## config.mk

```make
export PLATFORM = sky130hd
export DESIGN_NAME = ctrl_sequencer
export DESIGN_NICKNAME = d
export VERILOG_FILES = /design/src/rtl/ctrl_sequencer.sv
export SDC_FILE = /design/constraint.sdc
export NUM_CORES = 1
export LEC_CHECK = 0
export ABC_AREA = 0
export CORE_ASPECT_RATIO = 0.8
export CORE_MARGIN = 2
export CORE_UTILIZATION = 25
export DETAILED_ROUTE_END_ITERATION = 8
export GPL_TIMING_DRIVEN = 0
export HOLD_SLACK_MARGIN = 0.02
export SLEW_MARGIN = 40
export SYNTH_ARGS = -nofsm -noshare
export SYNTH_HDL_FRONTEND = slang
export SYNTH_SLANG_ARGS = --single-unit
export TNS_END_PERCENT = 50
```

## constraint.sdc

```tcl
create_clock -name clk -period 5 [get_ports clk]
set_input_delay 1.5 -clock clk [delete_from_list [all_inputs] [get_ports clk]]
set_output_delay 1.5 -clock clk [all_outputs]
set_load 0.02 [all_outputs]
```

## src/rtl/ctrl_sequencer.sv

```systemverilog
// Five-state instruction sequencer: fetches 9-bit words, drives ALU/register
// controls, executes branches and data-memory load/store, and halts on opcode 15.
module ctrl_sequencer (
  input  logic       clk,
  input  logic       rst_n,
  input  logic       start,
  output logic       imem_rd,
  output logic [7:0] imem_addr,
  input  logic       imem_valid,
  input  logic [8:0] imem_data,
  output logic [3:0] alu_instruction,
  output logic       alu_direction,
  output logic       alu_use_carry,
  output logic       alu_carry_in,
  input  logic       alu_carry_out,
  input  logic [1:0] alu_compare,
  output logic [2:0] reg_sel,
  output logic       reg_wr_en,
  output logic       dmem_rd,
  output logic       dmem_wr,
  input  logic       dmem_ack,
  output logic [7:0] pc,
  output logic       busy,
  output logic       done
);

  typedef enum logic [2:0] {
    S_IDLE  = 3'd0,
    S_FETCH = 3'd1,
    S_EXEC  = 3'd2,
    S_MEM   = 3'd3,
    S_HALT  = 3'd4
  } state_t;

  state_t     state_q, state_d;
  logic [7:0] pc_q, pc_d;
  logic [8:0] ir_q, ir_d;
  logic       carry_q, carry_d;
  logic [1:0] cmp_q, cmp_d;

  logic [3:0] opcode;
  logic [4:0] operand;
  logic [7:0] offset;
  logic       br_taken;

  assign opcode  = ir_q[8:5];
  assign operand = ir_q[4:0];
  assign offset  = {{3{operand[4]}}, operand};

  assign pc        = pc_q;
  assign imem_addr = pc_q;

  always_ff @(posedge clk) begin
    if (!rst_n) begin
      state_q <= S_IDLE;
      pc_q    <= 8'd0;
      ir_q    <= 9'd0;
      carry_q <= 1'b0;
      cmp_q   <= 2'b11;
    end else begin
      state_q <= state_d;
      pc_q    <= pc_d;
      ir_q    <= ir_d;
      carry_q <= carry_d;
      cmp_q   <= cmp_d;
    end
  end

  // Compare encoding: 10 eq, 01 gt, 00 lt; 11 (reset value) never matches.
  always_comb begin
    br_taken = 1'b0;
    case (opcode)
      4'd9:    br_taken = (cmp_q == 2'b10);
      4'd10:   br_taken = (cmp_q == 2'b01);
      4'd11:   br_taken = (cmp_q == 2'b00);
      4'd12:   br_taken = 1'b1;
      default: br_taken = 1'b0;
    endcase
  end

  always_comb begin
    state_d = state_q;
    pc_d    = pc_q;
    ir_d    = ir_q;
    carry_d = carry_q;
    cmp_d   = cmp_q;
    case (state_q)
      S_IDLE, S_HALT: begin
        if (start) begin
          state_d = S_FETCH;
          pc_d    = 8'd0;
          carry_d = 1'b0;
          cmp_d   = 2'b11;
        end
      end
      S_FETCH: begin
        if (imem_valid) begin
          ir_d    = imem_data;
          state_d = S_EXEC;
        end
      end
      S_EXEC: begin
        if ((opcode == 4'd2) || (opcode == 4'd3) || (opcode == 4'd4) || (opcode == 4'd8)) begin
          carry_d = alu_carry_out;
        end
        if (opcode == 4'd7) begin
          cmp_d = alu_compare;
        end
        case (opcode)
          4'd13, 4'd14: state_d = S_MEM;
          4'd15:        state_d = S_HALT;
          4'd9, 4'd10, 4'd11, 4'd12: begin
            state_d = S_FETCH;
            pc_d    = br_taken ? (pc_q + offset) : (pc_q + 8'd1);
          end
          default: begin
            state_d = S_FETCH;
            pc_d    = pc_q + 8'd1;
          end
        endcase
      end
      S_MEM: begin
        if (dmem_ack) begin
          state_d = S_FETCH;
          pc_d    = pc_q + 8'd1;
        end
      end
      default: state_d = S_IDLE;
    endcase
  end

  // Outputs decode from registered state; only the load write strobe follows dmem_ack.
  always_comb begin
    imem_rd         = 1'b0;
    alu_instruction = 4'd0;
    alu_direction   = 1'b0;
    alu_use_carry   = 1'b0;
    alu_carry_in    = 1'b0;
    reg_sel         = 3'd0;
    reg_wr_en       = 1'b0;
    dmem_rd         = 1'b0;
    dmem_wr         = 1'b0;
    busy            = 1'b0;
    done            = 1'b0;
    case (state_q)
      S_FETCH: begin
        imem_rd = 1'b1;
        busy    = 1'b1;
      end
      S_EXEC: begin
        busy            = 1'b1;
        alu_instruction = opcode;
        alu_direction   = operand[4];
        alu_use_carry   = operand[3];
        alu_carry_in    = carry_q;
        reg_sel         = operand[2:0];
        reg_wr_en       = (opcode <= 4'd6);
      end
      S_MEM: begin
        busy            = 1'b1;
        alu_instruction = opcode;
        alu_direction   = operand[4];
        alu_use_carry   = operand[3];
        alu_carry_in    = carry_q;
        reg_sel         = operand[2:0];
        dmem_wr         = (opcode == 4'd13);
        dmem_rd         = (opcode == 4'd14);
        reg_wr_en       = (opcode == 4'd14) && dmem_ack;
      end
      S_HALT: done = 1'b1;
      default: busy = 1'b0;
    endcase
  end

endmodule
```

======== Yosys cells after proc, flatten, opt, wreduce, memory -nomap -nowiden ========
Cells that the tools add are included.
word-level totals
  ROM bits ................................ 0
  RAM bits ................................ 0
  latch bits .............................. 0
  flip-flop bits (word level) ............. 23
  logic and storage cells ................. 79
  memories ................................ 0
cells by class
  reductions and logical operators ........ 19
  bitwise logic cells ..................... 0
  multiplexer cells ....................... 28
  equality and inequality tests ........... 24
  add/subtract/negate cells ............... 2
  shift-type cells ........................ 0
  $lt $le $gt $ge ......................... 1
  divide/modulo/power cells ............... 0
  $mul .................................... 0
operators by type and width
  operator                                                                          number
  4-bit == test, second input constant                                              8
  8-bit 2-to-1 mux                                                                  3
  8-bit case mux with 3 select lines                                                1
  8-bit case mux with 2 select lines                                                1
  3-bit 2-to-1 mux                                                                  4
  2-bit != test, second input constant                                              6
  3-bit case mux with 4 select lines                                                1
  1-bit 2-to-1 mux                                                                  10
  3-bit AND reduction                                                               3
  8-bit by 1-bit adder with 8-bit output, second input constant                     1
  8-bit adder                                                                       1
  4-bit by 2-bit == test with 1-bit output, second input constant                   2
  4-bit by 3-bit == test with 1-bit output, second input constant                   2
  3-bit by 2-bit == test with 1-bit output, second input constant                   2
  3-bit case mux with 2 select lines                                                1
  2-bit OR reduction                                                                3
  3-bit OR reduction                                                                2
  4-bit by 3-bit less-or-equal comparator with 1-bit output, second input constant  1
  2-bit 2-to-1 mux                                                                  2
  4-bit 2-to-1 mux                                                                  1
  1-bit case mux with 2 select lines                                                2
  1-bit case mux with 4 select lines                                                1
  2-bit case mux with 2 select lines                                                1
  4-bit AND reduction                                                               1
  12 further kinds                                                                  14

======== Depth between registers and ports, before layout ========
Gate-level depths: netlist (run 1).
  word-level depth ........................ 6
  gate-level depth with buffers ........... 8
  gate-level depth less buffers ........... 8

======== Least setup slack after synthesis (run 1) ========
No wires, ideal clock.
  path kind ............................... register -> output
  from .................................... register state_q[2]
  to ...................................... output reg_wr_en
  setup slack ............................. 1.667 ns
  data arrival time ....................... 1.833 ns
  buffers on the path ..................... 1
  cell stages (with the launch flop) ...... 7
  data required time ...................... 3.500 ns
  cells stage by stage .................... dfxtp_1 buf_6 and2b_2 nand2_1 nor4_1 nand2_1 o21ai_1
between the ends
  longest elaborated chain between the ends .. 2
  elaborated cells between the ends (all ways) .. 3
  classes of those cells .................. 2 x eq/ne; 1 x mux
ends and longest elaborated chain
  element                                   RTL line  source
  from (decl)                               35        state_t state_q, state_d;
  from (signal assigned)                    61        state_q <= state_d;
  3-bit by 2-bit == test with 1-bit output  145       case (state_q)
  1-bit case mux with 2 select lines (*)    145
  to (decl)                                 18        output logic reg_wr_en,
Every way passes the cells marked *; elsewhere a longest branch is shown, timed or not.

======== Worst setup path after layout (run 1) ========
  from .................................... input dmem_ack
  to ...................................... output reg_wr_en
between the ends
  longest elaborated chain between the ends .. 2
ends and longest elaborated chain
  element                             RTL line  source
  from (decl)                         21        input logic dmem_ack,
  1-bit logical AND                   168       reg_wr_en = (opcode == 4'd14) && dmem_ack;
  1-bit case mux with 2 select lines  145
Every way passes these cells.

==> results of run 1 <==
cells in the final DEF (no fill, tap or decap), types with 5 or more instances in the layout:
cell / n
nand3_1: 10
dfxtp_1: 23
nand2_1: 35
buf_4: 10
ha_1: 8
a21oi_1: 15
xnor2_1: 10
nor2_1: 13
clkdlybuf4s50_1: 47
o21ai_0: 8
and2_1: 11
o21ai_1: 6
inv_1: 10
o22ai_1: 5
routing by layer:
metal | global-route usage, % | vias up | wire (um)
met3 | 2.96 | 4 | 263
met4 | 2.47 | 0 | 29
met2 | 20.5 | 46 | 2130
met5 | 0 | - | 0
met1 | 18.3 | 833 | 2580
li1 | - | 925 | -
report_power, final:
part | switching (mW) | internal (mW)
Clock | 0.0670 | 0.0566
Sequential | 0.0149 | 0.195
Combinational | 0.109 | 0.0842
Total | 0.191 | 0.336
final timing paths:
| path | start | end | cells after the start |
|---|---|---|---|
| hold reg to reg | ir_q[0] | ir_q[0] | 2 |
| hold / removal | ir_q[0] | ir_q[0] | 2 |
| setup / recovery | dmem_ack | reg_wr_en | 4 |
| setup reg to reg | imem_addr[0] | imem_addr[6] | 8 |
kinds of logic after synthesis:
kind of cell    after synthesis  share of synthesized area [%]
simple gates                 99                           29.5
buf+inv                      30                           9.39
fa+ha+maj                     9                           6.63
mux                           6                           3.45
flops                        23                           25.4
xor+xnor                     14                           6.76
compound gates               54                           18.8
cells in the mapped netlist (all sizes together), types with 5 or more instances:
library cell / instances
nand2: 35
dfxtp: 23
a21oi: 15
buf: 15
nor2: 14
o21ai: 14
and2: 11
inv: 11
nand3: 10
xnor2: 10
ha: 8
nand2b: 5
nor4: 5
o22ai: 5
registers in the layout (all words and copies together), names as in the netlist:
register and count:
ir_q 9, imem_addr 8, state_q 3, cmp_q 2
carry_q 1
stage by stage:
step	utilization (%)	total power, mW	instance area (um^2)	hold WS, ns
floorplan	-	0.341	1810	0.448
global placement	34.4	0.406	2390	0.468
detailed placement	34.4	0.407	2390	0.471
CTS	35.1	0.531	2440	0.485
global route	35.1	0.562	2440	0.511
finish	35.1	0.527	2440	0.482
worst register-to-register path, cell delays in order, from the launching register on:
cell	delay [ns]
dfxtp_1	0.49
ha_1	0.26
inv_1	0.07
fa_1	0.39
nand2b_1	0.19
a21oi_1	0.19
mux2_2	0.36
o211ai_1	0.17
a31oi_1	0.10
final cells by class:
cell class / instances / area [um^2] / share of cell area [%]
inverters: 11 / 41.3 / 1.69
repair buffers: 47 / 470 / 19.3
well taps: 87 / 109 / 4.46
plain buffers: 19 / 129 / 5.28
flip-flops and latches: 23 / 460 / 18.9
multi-input cells: 182 / 1180 / 48.4
clock buffers: 3 / 41.3 / 1.69
clock inverters: 1 / 7.51 / 0.308
==> impl_metrics.ini, run 1 <==
[place]
gp_congestion = 0.809
port-buffer-count = 47
dp_cells = 369
hpwl_mm = 3.82
pre_cts_slack_ns = 0.749

[clock_tree]
cts_inserted_buffers = 3
clockBufferDepth = 2
ctsResizeCount = 0
clk_pin_slew_ns = 0.09
cts.sinks = 23
clock_latency_ns = 0.28
h-tree-depth = 1
clockRootBuffer = clkbuf_8
post_cts_buffers = 0
cts_hold_buffers = 0
cts_tree = done

[timing]
finalSetupViolations = 0
skew_ns = 0.00600
fin_crit_ns = 4.24
worst_slack_ns = 0.757
setup-tns-final_ns = 0
slew_violations = 0
final_hold_viol_count = 0
rsz0062_at_grt = false
max-slew-margin-rel_pct = 62.1
fmax_ghz = 0.236
fin_crit_sh_pct = 84.9
tightestPinTransition_ns = 0.569

[grt]
grt_usage_pct = 13.0
grt_pass1_vias = 1709
antenna_found_initial = 0
grt_pass1_wl_mm = 8.43
overflow = 0
grt_max_degree = 15

[cells_and_area]
fillers = 763
instances_no_fill = 373
diodes = 0
area_delta_synth_final_pct = 34.6
nets = 313
drive_gt1_share_pct = 11.2

[floorplanning]
die_w_um = 99.2
core_um2 = 6960
ios = 49
rows = 27
initial_core_util_pct = 26.1
die_h_um = 80.2
die_area_um2 = 7950

[power_and_ir_drop]
p_per_area_nw_per_um2 = 216
p_leak_nw = 0.881
ir_worst_vdd_mv = 0.118

[yosys]
ys_ff_latch = 23
yosys_warnings = 0
synth_cell_type_count = 54
netlist_instances = 235
synth_area_leaders = dfxtp_1 (25%), nand2_1 (7.2%), ha_1 (5.5%)
async_flop_share_pct = 0
yosys_most_used_dff = dfxtp_1
syn-cell-area_um2 = 1810
mappedNetlistNets = 261
synth-edff-count = 0
syn_avg_cell_area_um2 = 7.71
ys_seq_area_share_pct = 25.4
yosys.area.top_type = dfxtp_1
synth.top_cell.area_share_pct = 25.4

[worst_setup_path]
endpoint_kind = output pin
cp.required_ns = 3.50
worst_path_max_delay_cell = clkdlybuf4s50_1
critical_path.most_common_cell = clkdlybuf4s50_1
critPathKind = in2out
r2r_slack_ns = 2.65
path_buf_inv = 2
path_cells = clkdlybuf4s50_1 -> nand2_1 -> o21ai_1 -> clkdlybuf4s50_1
crit_path_max_incr_delay_ns = 0.61
cp.arrival_ns = 2.74
critPathLaunchType = input pin
cp_max_fo = 3
critPathTopFamily = buffers and inverters

[drt]
wl_mm = 5.00
antenna_left = 0
wire_per_inst_um = 13.4
dr.pass1.iters = 4
drc = 0
vias = 1808
viasPerCell = 4.85
drt-initial-drc-count = 85

[hold_path]
hold_class = reg2reg

[run]
max-cap-violations = 0

[outcome]
status = completed
Power figures use the tool's default switching activity.
==> run 2: changes to the inputs <==
==> constraint.sdc (replaced) <==
create_clock -name clk -period 3.4 [get_ports clk]
set_input_delay 1.02 -clock clk [delete_from_list [all_inputs] [get_ports clk]]
set_output_delay 1.02 -clock clk [all_outputs]
set_load 0.02 [all_outputs]
==> run 2 against run 1 <==
Cell count unchanged. Die area unchanged. Setup slack worse by 0.64 ns. Count of clock-buffer cells in the layout unchanged. Critical endpoint unchanged. Highest routed layer unchanged. Via count unchanged. Sequential power up 47%. Global-route usage unchanged. Non-clock buffer count unchanged. Power up 47%. Final area about the same. Largest cell class unchanged. Wire length unchanged.
==> impl_metrics.ini, run 2 (synthesis gave the netlist of run 1 again) <==
[outcome]
status = completed

[floorplanning]
die_area_um2 = 7950
ios = 49
die_w_um = 99.2
initial_core_util_pct = 26.1
die_h_um = 80.2
core_um2 = 6960
rows = 27

[timing]
tightestPinTransition_ns = 0.569
slew_violations = 0
fmax_ghz = 0.305
setup-tns-final_ns = 0
max-slew-margin-rel_pct = 62.1
fin_crit_sh_pct = 96.6
rsz0062_at_grt = false
fin_crit_ns = 3.28
finalSetupViolations = 0
skew_ns = 0.00600
final_hold_viol_count = 0

[worst_setup_path]
r2r_start = imem_addr[0]
cp.required_ns = 2.38
critPathLaunchType = input pin
reg2reg_depth = 8
crit_path_max_incr_delay_ns = 0.61
worstSetupEndpoint = reg_wr_en
r2r_end = imem_addr[6]
worst_path_max_delay_cell = clkdlybuf4s50_1
crit_path_start = dmem_ack
r2r_slack_ns = 1.05
critPathKind = in2out
endpoint_kind = output pin
path_cells = clkdlybuf4s50_1 -> nand2_1 -> o21ai_1 -> clkdlybuf4s50_1
cp.arrival_ns = 2.26
cp_max_fo = 3
critical_path.most_common_cell = clkdlybuf4s50_1

[cells_and_area]
layout_commonest_cell = clkdlybuf4s50_1
regArea_um2 = 462
area_delta_synth_final_pct = 34.7
instances_no_fill = 373
drive_gt1_share_pct = 11.5
nets = 313
final_cell_mix = clkdlybuf4s50_1 (47), nand2_1 (35), dfxtp_1 (22)
diodes = 0
multi_input_area_um2 = 1180
fillers = 763
top_register = ir_q
largest_reg_flops = 9

[grt]
grt_pass1_wl_mm = 8.43
grt_max_degree = 15
grt_usage_pct = 13.0
antenna_found_initial = 0
grt_pass1_vias = 1709
overflow = 0

[power_and_ir_drop]
swShare_pct = 36.2
internal-power_mw = 0.495
ir_worst_vdd_mv = 0.173
power.total_mw = 0.776
pwr-share-seq_pct = 39.9
power.switching_mw = 0.281
p_comb_share_pct = 36.7
p_per_area_nw_per_um2 = 318
clkPwrFrac_pct = 23.4
p_leak_nw = 0.881

[clock_tree]
cts.sinks = 23
ctsResizeCount = 0
post_cts_buffers = 0
cts_inserted_buffers = 3
clock_latency_ns = 0.28
clockRootBuffer = clkbuf_8
cts_hold_buffers = 0
h-tree-depth = 1
clk_pin_slew_ns = 0.09
clockBufferDepth = 2
cts_tree = done

[place]
gp_congestion = 0.809
dp_cells = 369
port-buffer-count = 47
hpwl_mm = 3.82

[drt]
drc = 0
vias = 1808
wire_per_inst_um = 13.4
drt-initial-drc-count = 85
wl_mm = 5.00
antenna_left = 0
viasPerCell = 4.85
dr.pass1.iters = 4

[hold_path]
hold_class = reg2reg

[run]
max-cap-violations = 0
## run 2: cell counts in the layout (fill, tap and decap cells not counted)
Identical to the previous run, type by type.
## run 2: layer usage
metal  track usage [%]  vias up  part of all wire, %
li1                  -      925                    -
met1              18.3      833                   52
met2              20.5       46                   42
met3              2.96        4                  5.3
met4              2.47        0                 0.58
met5                 0        -                    0
## run 2: power groups by stage
stage	Clock, mW	Combinational (mW)	Sequential [mW]
after floorplan	0	0.189	0.312
after global placement	0	0.283	0.314
after detailed placement	0	0.284	0.315
after CTS	0.187	0.286	0.309
after global routing	0.199	0.315	0.313
final	0.182	0.285	0.309
## run 2: how the worst min path moves through the flow
| stage | cells past startpoint | slack, ns | end | startpoint |
|---|---|---|---|---|
| 4_1_cts | 2 | 0.48 | ir_q[1] | ir_q[1] |
| 2_1_floorplan | 2 | 0.45 | ir_q[0] | ir_q[0] |
| 5_1_grt | 2 | 0.51 | ir_q[2] | ir_q[2] |
| 3_3_place_gp | 2 | 0.47 | ir_q[1] | ir_q[1] |
| 6_report | 2 | 0.48 | ir_q[0] | ir_q[0] |
| 3_5_place_dp | 2 | 0.47 | ir_q[1] | ir_q[1] |
## run 2: area by class of cell
type                            count  area share (%)
Inverter                           11            1.69
Buffer                             19            5.28
Multi-Input combinational cell    182            48.4
Clock inverter                      1           0.307
Tap cell                           87            4.46
Timing Repair Buffer               47            19.3
Sequential cell                    23            18.9
Clock buffer                        3            1.69
## run 2: metrics by stage
step	hold WS, ns	setup WS (ns)	instance area (um^2)	util (%)
4_1_cts	0.485	0.0881	2440	35.1
5_1_grt	0.511	0.0676	2440	35.1
6_report	0.482	0.117	2440	35.1
3_5_place_dp	0.471	0.109	2390	34.4
3_3_place_gp	0.468	0.107	2390	34.4
2_1_floorplan	0.448	0.547	1810	-
## run 2: critical path: cells and delay by family
family                 cells  cell delay [ns]
AOI/OAI and AO/OA          1             0.08
buffers and inverters      2             1.11
and+or+nand+nor            1             0.06
